`config.mk`:
```
export PLATFORM = sky130hd
export DESIGN_NAME = fwd_hist_unit_flat
export DESIGN_NICKNAME = d
export VERILOG_FILES = /design/src/rtl/fwd_hist_if.sv /design/src/rtl/fwd_hist_unit.sv /design/src/flat_wrapper.sv
export SDC_FILE = /design/constraint.sdc
export NUM_CORES = 1
export LEC_CHECK = 0
export ABC_AREA = 1
export BUFFER_PORTS_ARGS = -buffer_cell sky130_fd_sc_hd__buf_2
export CORE_MARGIN = 1
export CORE_UTILIZATION = 53
export DETAILED_ROUTE_END_ITERATION = 10
export PLACE_DENSITY_LB_ADDON = 0.12
export SETUP_SLACK_MARGIN = 0.3
export SYNTH_ARGS = -nofsm -noshare
export SYNTH_HDL_FRONTEND = slang
export SYNTH_SLANG_ARGS = --single-unit
```
`constraint.sdc`:
```
create_clock -name clk -period 2.95 [get_ports clk]
set_input_delay 0.1475 -clock clk [delete_from_list [all_inputs] [get_ports clk]]
set_output_delay 0.1475 -clock clk [all_outputs]
set_load 0.03 [all_outputs]
```
`src/rtl/fwd_hist_if.sv`:
```
// Operand-forwarding bundle between the ID/EX register, the MEM/WB stages
// and the EX operand muxes.
`timescale 1ns/1ps
interface fwd_hist_if #(
  parameter int XLEN = 32,
  parameter int AW   = 5,
  parameter int SW   = 3
);
  logic [AW-1:0]   ex_rs1_addr;
  logic [AW-1:0]   ex_rs2_addr;
  logic [XLEN-1:0] ex_rs1_data;
  logic [XLEN-1:0] ex_rs2_data;
  logic [AW-1:0]   mem_rd_addr;
  logic            mem_reg_write;
  logic            mem_is_load;
  logic [XLEN-1:0] mem_data;
  logic [AW-1:0]   wb_rd_addr;
  logic            wb_reg_write;
  logic [XLEN-1:0] wb_data;
  logic            wb_commit;
  logic [XLEN-1:0] ex_op_a;
  logic [XLEN-1:0] ex_op_b;
  logic [SW-1:0]   fwd_a_src;
  logic [SW-1:0]   fwd_b_src;
  logic            load_use_stall;
  logic [15:0]     stall_cnt;

  // Pipeline side drives the stage information and consumes the operands.
  modport master (
    output ex_rs1_addr, ex_rs2_addr, ex_rs1_data, ex_rs2_data,
    output mem_rd_addr, mem_reg_write, mem_is_load, mem_data,
    output wb_rd_addr, wb_reg_write, wb_data, wb_commit,
    input  ex_op_a, ex_op_b, fwd_a_src, fwd_b_src, load_use_stall, stall_cnt
  );

  modport slave (
    input  ex_rs1_addr, ex_rs2_addr, ex_rs1_data, ex_rs2_data,
    input  mem_rd_addr, mem_reg_write, mem_is_load, mem_data,
    input  wb_rd_addr, wb_reg_write, wb_data, wb_commit,
    output ex_op_a, ex_op_b, fwd_a_src, fwd_b_src, load_use_stall, stall_cnt
  );
endinterface

```
`src/rtl/fwd_hist_unit.sv`:
```
// EX-stage operand forwarding from MEM, WB and a short history of committed
// writebacks, with load-use stall detection and a saturating stall counter.
`timescale 1ns/1ps
module fwd_hist_unit #(
  parameter int XLEN       = 32,
  parameter int AW         = 5,
  parameter int HIST_DEPTH = 2,
  parameter int SW         = $clog2(HIST_DEPTH + 3)
) (
  input logic      clk,
  input logic      rst_n,
  fwd_hist_if.slave fwd
);

  typedef struct packed {
    logic [SW-1:0]   src;
    logic [XLEN-1:0] op;
  } fwd_res_t;

  logic [HIST_DEPTH-1:0] hist_valid;
  logic [AW-1:0]         hist_rd   [HIST_DEPTH];
  logic [XLEN-1:0]       hist_data [HIST_DEPTH];

  logic     mem_fwd_ok;
  fwd_res_t res_a;
  fwd_res_t res_b;

  // A load in MEM has no data yet, so it never forwards; it stalls instead.
  assign mem_fwd_ok = fwd.mem_reg_write && !fwd.mem_is_load;

  always_ff @(posedge clk or negedge rst_n) begin
    if (!rst_n) begin
      hist_valid <= '0;
      for (int k = 0; k < HIST_DEPTH; k++) begin
        hist_rd[k]   <= '0;
        hist_data[k] <= '0;
      end
    end else if (fwd.wb_commit) begin
      hist_valid[0] <= fwd.wb_reg_write && (fwd.wb_rd_addr != '0);
      hist_rd[0]    <= fwd.wb_rd_addr;
      hist_data[0]  <= fwd.wb_data;
      for (int k = 1; k < HIST_DEPTH; k++) begin
        hist_valid[k] <= hist_valid[k-1];
        hist_rd[k]    <= hist_rd[k-1];
        hist_data[k]  <= hist_data[k-1];
      end
    end
  end

  // Later assignments override earlier ones, so the youngest producer is
  // applied last: oldest history entry first, MEM at the end.
  function automatic fwd_res_t resolve(input logic [AW-1:0] r,
                                       input logic [XLEN-1:0] rf_data);
    fwd_res_t res;
    res.src = '0;
    res.op  = rf_data;
    for (int k = HIST_DEPTH - 1; k >= 0; k--) begin
      if (hist_valid[k] && (hist_rd[k] == r)) begin
        res.src = SW'(k + 3);
        res.op  = hist_data[k];
      end
    end
    if (fwd.wb_reg_write && (fwd.wb_rd_addr == r)) begin
      res.src = SW'(2);
      res.op  = fwd.wb_data;
    end
    if (mem_fwd_ok && (fwd.mem_rd_addr == r)) begin
      res.src = SW'(1);
      res.op  = fwd.mem_data;
    end
    if (r == '0) begin
      res.src = '0;
      res.op  = rf_data;
    end
    return res;
  endfunction

  always_comb begin
    res_a = resolve(fwd.ex_rs1_addr, fwd.ex_rs1_data);
    res_b = resolve(fwd.ex_rs2_addr, fwd.ex_rs2_data);
  end

  assign fwd.ex_op_a   = res_a.op;
  assign fwd.fwd_a_src = res_a.src;
  assign fwd.ex_op_b   = res_b.op;
  assign fwd.fwd_b_src = res_b.src;

  assign fwd.load_use_stall = fwd.mem_reg_write && fwd.mem_is_load &&
                              (fwd.mem_rd_addr != '0) &&
                              ((fwd.mem_rd_addr == fwd.ex_rs1_addr) ||
                               (fwd.mem_rd_addr == fwd.ex_rs2_addr));

  always_ff @(posedge clk or negedge rst_n) begin
    if (!rst_n) begin
      fwd.stall_cnt <= '0;
    end else if (fwd.load_use_stall && (fwd.stall_cnt != 16'hFFFF)) begin
      fwd.stall_cnt <= fwd.stall_cnt + 16'd1;
    end
  end

endmodule

```
`src/flat_wrapper.sv`:
```
// flat-port wrapper written by rule: the top's interface ports become plain ports
module fwd_hist_unit_flat 
#(
  parameter int XLEN       = 32,
  parameter int AW         = 5,
  parameter int HIST_DEPTH = 2,
  parameter int SW         = $clog2(HIST_DEPTH + 3)
)
  (clk, rst_n, fwd_ex_rs1_addr, fwd_ex_rs2_addr, fwd_ex_rs1_data, fwd_ex_rs2_data, fwd_mem_rd_addr, fwd_mem_reg_write, fwd_mem_is_load, fwd_mem_data, fwd_wb_rd_addr, fwd_wb_reg_write, fwd_wb_data, fwd_wb_commit, fwd_ex_op_a, fwd_ex_op_b, fwd_fwd_a_src, fwd_fwd_b_src, fwd_load_use_stall, fwd_stall_cnt);
  fwd_hist_if #(.XLEN(XLEN), .AW(AW), .SW(SW)) fwd_i ();
  input logic clk;
  input logic rst_n;
  input wire logic [$bits(fwd_i.ex_rs1_addr)-1:0] fwd_ex_rs1_addr;
  input wire logic [$bits(fwd_i.ex_rs2_addr)-1:0] fwd_ex_rs2_addr;
  input wire logic [$bits(fwd_i.ex_rs1_data)-1:0] fwd_ex_rs1_data;
  input wire logic [$bits(fwd_i.ex_rs2_data)-1:0] fwd_ex_rs2_data;
  input wire logic [$bits(fwd_i.mem_rd_addr)-1:0] fwd_mem_rd_addr;
  input wire logic [$bits(fwd_i.mem_reg_write)-1:0] fwd_mem_reg_write;
  input wire logic [$bits(fwd_i.mem_is_load)-1:0] fwd_mem_is_load;
  input wire logic [$bits(fwd_i.mem_data)-1:0] fwd_mem_data;
  input wire logic [$bits(fwd_i.wb_rd_addr)-1:0] fwd_wb_rd_addr;
  input wire logic [$bits(fwd_i.wb_reg_write)-1:0] fwd_wb_reg_write;
  input wire logic [$bits(fwd_i.wb_data)-1:0] fwd_wb_data;
  input wire logic [$bits(fwd_i.wb_commit)-1:0] fwd_wb_commit;
  output wire logic [$bits(fwd_i.ex_op_a)-1:0] fwd_ex_op_a;
  output wire logic [$bits(fwd_i.ex_op_b)-1:0] fwd_ex_op_b;
  output wire logic [$bits(fwd_i.fwd_a_src)-1:0] fwd_fwd_a_src;
  output wire logic [$bits(fwd_i.fwd_b_src)-1:0] fwd_fwd_b_src;
  output wire logic [$bits(fwd_i.load_use_stall)-1:0] fwd_load_use_stall;
  output wire logic [$bits(fwd_i.stall_cnt)-1:0] fwd_stall_cnt;
  assign fwd_i.ex_rs1_addr = fwd_ex_rs1_addr;
  assign fwd_i.ex_rs2_addr = fwd_ex_rs2_addr;
  assign fwd_i.ex_rs1_data = fwd_ex_rs1_data;
  assign fwd_i.ex_rs2_data = fwd_ex_rs2_data;
  assign fwd_i.mem_rd_addr = fwd_mem_rd_addr;
  assign fwd_i.mem_reg_write = fwd_mem_reg_write;
  assign fwd_i.mem_is_load = fwd_mem_is_load;
  assign fwd_i.mem_data = fwd_mem_data;
  assign fwd_i.wb_rd_addr = fwd_wb_rd_addr;
  assign fwd_i.wb_reg_write = fwd_wb_reg_write;
  assign fwd_i.wb_data = fwd_wb_data;
  assign fwd_i.wb_commit = fwd_wb_commit;
  assign fwd_ex_op_a = fwd_i.ex_op_a;
  assign fwd_ex_op_b = fwd_i.ex_op_b;
  assign fwd_fwd_a_src = fwd_i.fwd_a_src;
  assign fwd_fwd_b_src = fwd_i.fwd_b_src;
  assign fwd_load_use_stall = fwd_i.load_use_stall;
  assign fwd_stall_cnt = fwd_i.stall_cnt;
  fwd_hist_unit #(.XLEN(XLEN), .AW(AW), .HIST_DEPTH(HIST_DEPTH), .SW(SW)) u_core (.clk(clk), .rst_n(rst_n), .fwd(fwd_i));
endmodule
```
==> run metrics, run 1 <==
Hold Crit Class in2reg; antenna-violating nets left 0; clk_lat worst skew 0.35 ns; switching pwr 1530 uW; htree depth 3; WL/cell roughly 15 um; CTS Buf Count 9; Mapped Cells 1596; CP max-delay cell dfrtp_1; Final Critical Period roughly 2.5 ns; root buffer cell clkbuf_16; MaxCap Viol Count 0; gr usage total 34.2%; DR DRC count 0; final instance area 0.0105 mm^2; top-area cell type share of the netlist area 26.1%; Commonest cells post-synth nand2_1, inv_1, nand3_1, nor2_1, o21ai_0; GPL Wtd Cong 0.919; Clock power frac 30.3%; Seq pwr share ~36%; share of cells above drive strength 1 18.1%; initial antenna violation count 2; r2r endpoint u_core.fwd.stall_cnt[2]; first-pass GRT wire length around 45000 um; Sink Count 92; worst clock skew ~0.0078 ns; outcome complete, no violations; max-slew violations 0; Syn Area/Cell 5.52 um^2; P&R area growth vs syn 18.7%; Total Power 4060 uW; half-perimeter wire length after placement 19800 um; total negative slack 0 ns; Iteration-0 DRC Markers 1025; DP Worst Slack 0.741 ns; CP Capture Type output pin; die height 131 um; CTS max path bufs 2; Final WS setup 0.482 ns; register area share after synthesis 26.1%; Primary FF master, synth dfrtp_1; Fillers approximately 1600; Syn Nets approximately 1800; Int Power 2530 uW; synth warn 0; synth unique cells 32; DP Cell Count 1988; Most common cell on crit path nand2_1; Mapped Area 0.00881 mm^2; area occupied by multi-input gates 0.00520 mm^2; CTS tree yes; number of synthesized register bits between 90 and 100; placed cell area between 0.01 and 0.015 mm^2; die width 131 um; total congestion overflow 0; Detailed Route WL slightly below 30000 um; vias in the first global route 9058; LEAKAGE 0.00622 uW; I/O pin count 241; vias per cell approximately 5.3; pwr/cell area 388 mW/mm^2; Worst EP arrival 2.32 ns; routed vias between 10000 and 15000; Hold Path End u_core.hist_data[36]; Sw Ratio 37.7%; Initial Util 54.9%; Slew @ Worst Pin 0.784 ns; Logic pwr share 34.0%; Worst-path clk slew 0.07 ns; final critical-path share of the clock period 83.6%; fin cells around 2000; die area 0.0171 mm^2; Layout Nets 1943; Critical R2R Launch u_core.fwd.stall_cnt[0]; sequential standard cell area between 0.002 and 0.0025 mm^2; ys async rst share 100%; unrepaired setup endpoints after global routing yes; area leader, netlist dfrtp_1; Rel. slew slack between 40 and 50%; slowest stage delay, CP 0.43 ns; peak supply drop 0.297 mV; CP Data Required Time about 2.8 ns; fmax 405 MHz; Std-Cell Rows 46; final hold vios 0; largest net degree at the start of global routing 93; Setup violations, final 0; Post-synth EDFFs 0; HP Start fwd_wb_data[4]; core area 0.0161 mm^2; most frequent cell after synthesis nand2_1; startpoint class of the critical path register; critical path type reg2out; R2R Setup Slk 0.74 ns; cells on worst reg2reg path 9; critical-path cell list xor2_1 -> nor2_4 -> buf_4 -> nand3_1 -> nand3_1 -> nand2_1 -> nand2_1 -> nand2_1 -> buf_2; Worst Path Max Fanout 23; hold path cells 3; synth top area cells dfrtp_1, nand2_1, nand3_1; Port Buffer Count 240; First-pass DRT Iterations 5
per-stage QoR:
step                      hold WS, ns  utilization [%]
after detailed placement        0.229             62.8
after floorplan                -0.148                -
after global routing           0.0383             65.1
final                          0.0332             65.1
after global placement          0.229             62.8
after CTS                      0.0244             64.8
state kept, by name, indices dropped and copies added (netlist names):
signal                flops
u_core.hist_data         64
u_core.fwd.stall_cnt     16
u_core.hist_rd           10
u_core.hist_valid         2
cells in the final DEF (no fill, tap or decap), drive strengths merged, types with 2 or more instances in the layout:
master and instances:
nand2 595, buf 269, inv 237, nand3 225, nor2 166, o21ai 147
dfrtp 92, xor2 12, clkbuf 10, nor3 9, xnor2 8, a21oi 6
nand4 5, diode 2, o22ai 2, clkinv 2, bufinv 2
worst max-delay path by stage:
stage	startpoint	to	slack, ns	cells after the start
floorplan	u_core.hist_rd[2]	fwd_fwd_a_src[2]	1.01	5
global placement	u_core.hist_rd[4]	fwd_ex_op_a[3]	0.77	11
detailed placement	u_core.fwd.stall_cnt[0]	u_core.fwd.stall_cnt[2]	0.74	9
CTS	u_core.hist_rd[5]	fwd_ex_op_a[17]	0.36	12
global route	u_core.hist_rd[8]	fwd_ex_op_a[2]	0.23	13
finish	u_core.hist_rd[2]	fwd_ex_op_b[1]	0.48	9
routing by layer:
layer	wire, um	GRT usage (%)	vias to the layer above
li1	-	-	5284
met1	12500	46.6	4728
met2	13300	53.3	590
met3	3230	6.92	47
met4	595	13.1	0
met5	0	0	-
worst max-delay path, delay by kind of cell (launching register included):
kind,cells,cell delay [ns]
DFF,1,0.43
and+or+nand+nor,6,0.80
xor gates and xnor gates,1,0.18
buffers and inverters,2,0.56
timing repair:
item | in CTS | in global routing
gates resized for setup | 0 | 6
endpoints found under the setup margin | 0 | 56
endpoints found under the hold margin | 92 | 0
setup buffers | 0 | 3
hold buffers | 1 | 0
area by class of cell:
type | instances | area share [%]
diodes | 2 | 0.0478
clock buffers | 10 | 2.19
clock inverters | 5 | 0.742
inverters | 237 | 8.53
multi-input cells | 1178 | 49.7
flip-flops and latches | 92 | 22.0
well taps | 216 | 2.58
repair buffers | 270 | 14.2
logic make-up after synthesis:
kind of cell / after synthesis / share of synthesized area [%]
flops: 92 / 26.1
xor+xnor: 20 / 1.99
buf+inv: 327 / 15.6
simple gates: 1000 / 47.1
compound gates: 156 / 9.07
fa+ha+maj: 1 / 0.142
power groups by stage:
stage	Sequential (uW)	Combinational, uW	Clock (uW)
5_1_grt	1470	1520	1300
3_3_place_gp	1470	1340	0
3_5_place_dp	1470	1350	0
2_1_floorplan	1480	850	0
6_report	1450	1380	1230
4_1_cts	1450	1360	1250
No activity file was read; power rests on OpenSTA's default activity.
==> inputs of run 2 (changes only) <==
--- a/config.mk
+++ b/config.mk
@@ -5,7 +5,7 @@
 export SDC_FILE = /design/constraint.sdc
 export NUM_CORES = 1
 export LEC_CHECK = 0
-export ABC_AREA = 1
+export ABC_AREA = 0
 export BUFFER_PORTS_ARGS = -buffer_cell sky130_fd_sc_hd__buf_2
 export CORE_MARGIN = 1
 export CORE_UTILIZATION = 53
==> constraint.sdc (replaced) <==
create_clock -name clk -period 2.6 [get_ports clk]
set_input_delay 0.13 -clock clk [delete_from_list [all_inputs] [get_ports clk]]
set_output_delay 0.13 -clock clk [all_outputs]
set_load 0.03 [all_outputs]
==> run metrics, run 2 <==
max-slew violations 0 (unchanged); commonest non-fill, non-tap cells in the layout buf_2, buf_4, a21oi_1; Std-Cell Rows 45 (-2.2%); cells on worst reg2reg path 7 (-2); worst clock skew 0.00983 ns (+0.00206 ns); synth warn 0 (unchanged); vias per cell 7.42 (+40%); initial antenna violation count 0 (-2); die height 127 um (-3.1%); vias in the first global route 9160 (+1.1%); DR DRC count 1 (+1); register area share after synthesis 27.9% (+1.7 points); final hold vios 0 (unchanged); largest net degree at the start of global routing 62 (-33%); peak supply drop 0.425 mV (+43%); Mapped Area 0.00826 mm^2 (-6.3%); Syn Nets 1071 (-39%); total negative slack 0 ns (unchanged); synth unique cells 55 (+72%); pwr/cell area 481 mW/mm^2 (+24%); core area 0.0152 mm^2 (-5.3%); failing checks design-rule violations; Worst Path Max Fanout 21 (-8.7%); routed vias 9962 (-6.5%); mux contribution to synthesized area 10.2% (+10 points); critical-path cell list xnor2_2 -> nand4_2 -> buf_4 -> buf_8 -> o22ai_1 -> o221ai_2 -> a21oi_2 -> buf_4; share of cells above drive strength 1 49.7% (+32 points); clk_lat worst skew 0.36 ns (about the same); first-pass GRT wire length 51000 um (+13%); Sink Count 92 (unchanged); Slew @ Worst Pin 0.887 ns (+0.104 ns); GPL Wtd Cong 0.879 (-4.4%); Largest Register u_core.hist_data; total congestion overflow 0 (unchanged); top-area cell type share of the netlist area 27.9% (+1.7 points); gr usage total 40.8% (+6.6 points); MaxCap Viol Count 0 (unchanged); ys async rst share 100% (unchanged); Primary FF master, synth dfrtp_1; Layout Nets 1304 (-33%); htree depth 3 (unchanged); CTS tree yes; slowest stage delay, CP 0.45 ns (+0.02 ns); Worst EP arrival 2.38 ns (+0.06 ns); die width 127 um (-3.1%); CTS Buf Count 9 (unchanged); CTS max path bufs 2 (unchanged); Setup violations, final 0 (unchanged); Simple-Gate Fraction of Synth Area 15.3% (-32 points); compound-cell area share of the yosys netlist 32.5% (+23 points); Synth Area in XOR/XNOR 6.30% (+4.3 points); Worst-path clk slew 0.07 ns (about the same); First-pass DRT Iterations 11 (+6); Rel. slew slack 40.9% (-6.9 points); CP max-delay cell dfrtp_2; Largest regs u_core.hist_data x64, u_core.fwd.stall_cnt x16, u_core.hist_rd x10; WL/cell 26.7 um (+81%); number of synthesized register bits 92 (unchanged); largest family of logic cells by synthesized area compound AO/OA/AOI/OAI gates; Hold Crit Class in2reg; half-perimeter wire length after placement 20300 um (+2.4%); root buffer cell clkbuf_16; adder-cell area share of the yosys netlist 0.151% (+0.0095 points); LEAKAGE 0.00446 uW (-28%); Port Buffer Count 240 (unchanged); Syn Area/Cell 9.02 um^2 (+63%); I/O pin count 241 (unchanged); CP Capture Type output pin; area leader, netlist dfrtp_1; Most common cell on crit path buf_4; outcome complete, but fails checks; Post-synth EDFFs 0 (unchanged); Initial Util 54.3% (-0.55 points); leading cell type in the layout, fill and taps excluded buf_2; critical path's top delay family compound AO/OA/AOI/OAI gates; die area 0.0161 mm^2 (-6.2%); DP Cell Count 1278 (-36%); max reg flops 64 (unchanged); fmax around 400 MHz; Detailed Route WL 35800 um (+21%); antenna-violating nets left 0 (unchanged); most frequent cell after synthesis a21oi_1; Mapped Cells 916 (-43%); fin cells 1342 (-33%); Final Critical Period approximately 2.5 ns; unrepaired setup endpoints after global routing yes; Commonest cells post-synth a21oi_1, dfrtp_1, mux2_2, o22ai_1, nand3_1; hold path cells 2 (-1); CP Data Required Time 2.47 ns (-0.33 ns); final critical-path share of the clock period 96.4%; Iteration-0 DRC Markers 1563 (+52%); WP depth 8 (-1); startpoint class of the critical path register; critical path type reg2out; Fillers 1098 (-31%); P&R area growth vs syn 37.7%; Antenna Cells 0 (-2); synth top area cells dfrtp_1, mux2_2, a21oi_1; Buf+Inv Stages, Crit Path 3 (+1)
-- run 2: path summary, 6_finish.rpt --
path	slack, ns	end	startpoint
min	0.04	u_core.hist_data[49]	fwd_wb_data[17]
max	0.09	fwd_ex_op_b[1]	u_core.hist_rd[5]
min reg2reg	0.50	u_core.fwd.stall_cnt[15]	u_core.fwd.stall_cnt[15]
max in group asynchronous	1.32	u_core.hist_data[10]	rst_n
min in group asynchronous	0.43	u_core.hist_data[49]	rst_n
max reg2reg	0.56	u_core.fwd.stall_cnt[1]	u_core.fwd.stall_cnt[0]
-- run 2: cells by family after synthesis --
kind of cell | Yosys count
compound gates | 368
xor+xnor | 56
fa+ha+maj | 1
buf+inv | 115
flops | 92
mux | 75
simple gates | 209
-- run 2: worst reg2reg max path, stage by stage, from the launching register on --
cell and delay [ns]:
dfrtp_1 0.42, ha_1 0.21, nand3_1 0.14, nor4_1 0.35, nor2_1 0.19, buf_4 0.20, nand2_1 0.10, mux2_2 0.33
-- run 2: through the flow --
step | setup WS [ns] | util (%) | total power, uW | hold WS [ns] | area [um^2]
floorplan | 0.501 | - | 2940 | -0.166 | 8260
global route | 0.0502 | 74.8 | 5630 | 0.0372 | 11400
global placement | 0.372 | 62.5 | 3530 | 0.283 | 9500
finish | 0.0947 | 74.8 | 5480 | 0.0353 | 11400
CTS | 0.231 | 69.7 | 5120 | 0.0288 | 10600
detailed placement | 0.344 | 62.5 | 3560 | 0.289 | 9500
-- run 2: power by group --
part / internal [uW] / switching, uW / total (uW)
registers: 1600 / 200 / 1800
logic: 988 / 1380 / 2370
clock network: 703 / 606 / 1310
total: 3290 / 2190 / 5480
-- run 2: per-layer routing --
metal  GRT usage, %  part of all wire [%]
met5              0                     0
met4           16.5                   5.2
met3           10.9                    13
met2           64.1                    45
met1           53.3                    37
-- run 2: area by class of cell --
cell class	count	area, um^2	area share [%]
clock buffer	13	260	2.29
clock inverter	3	21.3	0.187
inverter	2	7.51	0.0660
multi-input combinational	718	6120	53.8
sequential	92	2310	20.3
tap	188	235	2.07
timing repair buffer	326	2420	21.3
-- run 2: timing repair --
action,CTS,global route
pin swaps,42,47
buffers inserted,13,16
gates cloned,10,8
endpoints found under the hold margin,59,0
endpoints found under the setup margin,69,70
resized for setup,156,113
hold buffers,1,0
==> inputs of run 3 (changes only) <==
--- a/config.mk
+++ b/config.mk
@@ -5,7 +5,7 @@
 export SDC_FILE = /design/constraint.sdc
 export NUM_CORES = 1
 export LEC_CHECK = 0
-export ABC_AREA = 0
+export ABC_AREA = 1
 export BUFFER_PORTS_ARGS = -buffer_cell sky130_fd_sc_hd__buf_2
 export CORE_MARGIN = 1
 export CORE_UTILIZATION = 53
==> constraint.sdc (replaced) <==
create_clock -name clk -period 2.5 [get_ports clk]
set_input_delay 0.125 -clock clk [delete_from_list [all_inputs] [get_ports clk]]
set_output_delay 0.125 -clock clk [all_outputs]
set_load 0.03 [all_outputs]
==> run metrics, run 3 (synthesized netlist as in run 1, its figures left out) <==
Rel. slew slack 66.7% (+26 points); startpoint class of the critical path register; leading cell type in the layout, fill and taps excluded nand2_1; core area 0.0161 mm^2 (+5.6%); Hold Crit Class in2reg; die width 131 um (+3.2%); initial antenna violation count 2 (+2); CTS tree yes; antenna-violating nets left 0 (unchanged); Port Buffer Count 240 (unchanged); P&R area growth vs syn 33.6%; Iteration-0 DRC Markers 1272 (-19%); CTS max path bufs 2 (unchanged); Worst-path clk slew 0.07 ns (about the same); I/O pin count 241 (unchanged); peak supply drop 0.424 mV (-0.37%); Largest regs u_core.hist_data x64, u_core.fwd.stall_cnt x16, u_core.hist_rd x10; GPL Wtd Cong 0.967 (+10%); Layout Nets 1976 (+52%); Detailed Route WL 33800 um (-5.6%); WL/cell 16.6 um (-38%); worst clock skew 0.00449 ns (-0.00534 ns); critical path type reg2out; die height 131 um (+3.2%); Slew @ Worst Pin 0.500 ns (-0.387 ns); commonest non-fill, non-tap cells in the layout nand2_1, inv_1, nand3_1; fmax 437 MHz; CP Data Required Time 2.38 ns (-0.09 ns); Std-Cell Rows 46 (+2.2%); clk_lat worst skew 0.36 ns (about the same); MaxCap Viol Count 0 (unchanged); root buffer cell clkbuf_16; Setup violations, final 0 (unchanged); Sink Count 92 (unchanged); LEAKAGE 0.00665 uW (+49%); htree depth 3 (unchanged); total congestion overflow 0 (unchanged); Worst EP arrival 2.16 ns (-0.22 ns); pwr/cell area 439 mW/mm^2 (-8.7%); final hold vios 0 (unchanged); routed vias 11200 (+12%); CTS Buf Count 9 (unchanged); half-perimeter wire length after placement 20400 um (+0.75%); Util after Layout 73.3% (-1.5 points); Worst Path Max Fanout 6 (-71%); vias per cell 5.48 (-26%); First-pass DRT Iterations 9 (-2); max reg flops 64 (unchanged); final instance area 0.0118 mm^2 (+3.5%); first-pass GRT wire length 47100 um (-7.6%); Final Critical Period 2.29 ns; max-slew violations 0 (unchanged); Initial Util 54.9% (+0.55 points); fin cells 2043 (+52%); CP Capture Type output pin; share of cells above drive strength 1 24.1% (-26 points); DR DRC count 0 (-1); DP Cell Count 1993 (+56%); outcome complete, no violations; Largest Register u_core.hist_data; final critical-path share of the clock period 91.4%; placed cell area 0.0102 mm^2 (+7.4%); gr usage total 35.4% (-5.3 points); unrepaired setup endpoints after global routing yes; vias in the first global route 9441 (+3.1%); total negative slack 0 ns (unchanged); Total Power 5170 uW (-5.5%); die area 0.0171 mm^2 (+6.6%); largest net degree at the start of global routing 73 (+18%)
run 3: cell count changes in the layout (fill, tap and decap cells not counted), moves of 44 or more:
cell / change
a21boi_1: -44
a21oi_1: -105
buf_4: -85
buf_6: +53
inv_1: +220
mux2_2: -75
nand2_1: +549
nand3_1: +168
nor2_1: +93
o21ai_0: +129
run 3: final timing paths:
check / from / endpoint / slack [ns] / depth (start not counted)
worst max-delay path: u_core.hist_rd[5] / fwd_ex_op_b[1] / 0.21 / 13
worst min-delay path: fwd_wb_rd_addr[3] / u_core.hist_rd[8] / 0.008 / 3
worst max register to register: u_core.fwd.stall_cnt[0] / u_core.fwd.stall_cnt[15] / 0.61 / 8
worst min register to register: u_core.hist_data[53] / u_core.hist_data[21] / 0.48 / 2
max in group asynchronous: rst_n / u_core.hist_rd[8] / 1.55 / 3
min in group asynchronous: rst_n / u_core.hist_data[42] / 0.23 / 2
run 3: report_power, final:
part / internal, uW / total [uW] / switching, uW
logic: 745 / 2040 / 1290
registers: 1630 / 1720 / 87.3
clock network: 796 / 1420 / 623
run 3: cell type report:
type | count | area (um^2)
antenna | 2 | 5.00
clock buffer | 11 | 243
clock inverter | 4 | 50.0
fill | 1378 | 4280
inverter | 237 | 908
multi-input combinational | 1177 | 5500
sequential | 92 | 2300
tap | 216 | 270
timing repair buffer | 303 | 2490
timing repair inverter | 1 | 8.76
run 3: stage by stage:
step                      worst slack (ns)  hold WS, ns
after floorplan                      0.581       -0.171
after global placement               0.485       0.0832
after detailed placement             0.425       0.0854
after CTS                            0.279      0.00528
after global routing                 0.128       0.0178
final                                0.214      0.00842
run 3: routing by layer:
metal  vias to the layer above  GRT usage, %  part of all wire, %
li1                       5347             -                    -
met1                      4971          48.0                   39
met2                       724          56.4                   45
met3                       147          6.96                   11
met4                         0          12.1                  4.8
met5                         -             0                    0
run 3: worst max-delay path, cell delays in order, from the launching register on:
cell and delay (ns):
dfrtp_1 0.42, nand2_1 0.10, nand2_2 0.07, nor2_4 0.14, nand2_2 0.09, nor2_4 0.14
nand2_4 0.13, clkbuf_16 0.20, nor2_1 0.08, nor2_1 0.05, nand2_1 0.05, nand2_1 0.08
nand2_1 0.10, buf_6 0.14
run 3: timing repair:
| item | 4_1_cts | 5_1_grt |
|---|---|---|
| pin swaps | 2 | 45 |
| hold buffers | 1 | 0 |
| resized for setup | 13 | 302 |
| hold endpoints to repair | 28 | 0 |
| setup endpoints to repair | 64 | 67 |
| cloned | 0 | 14 |
| setup buffers | 4 | 14 |
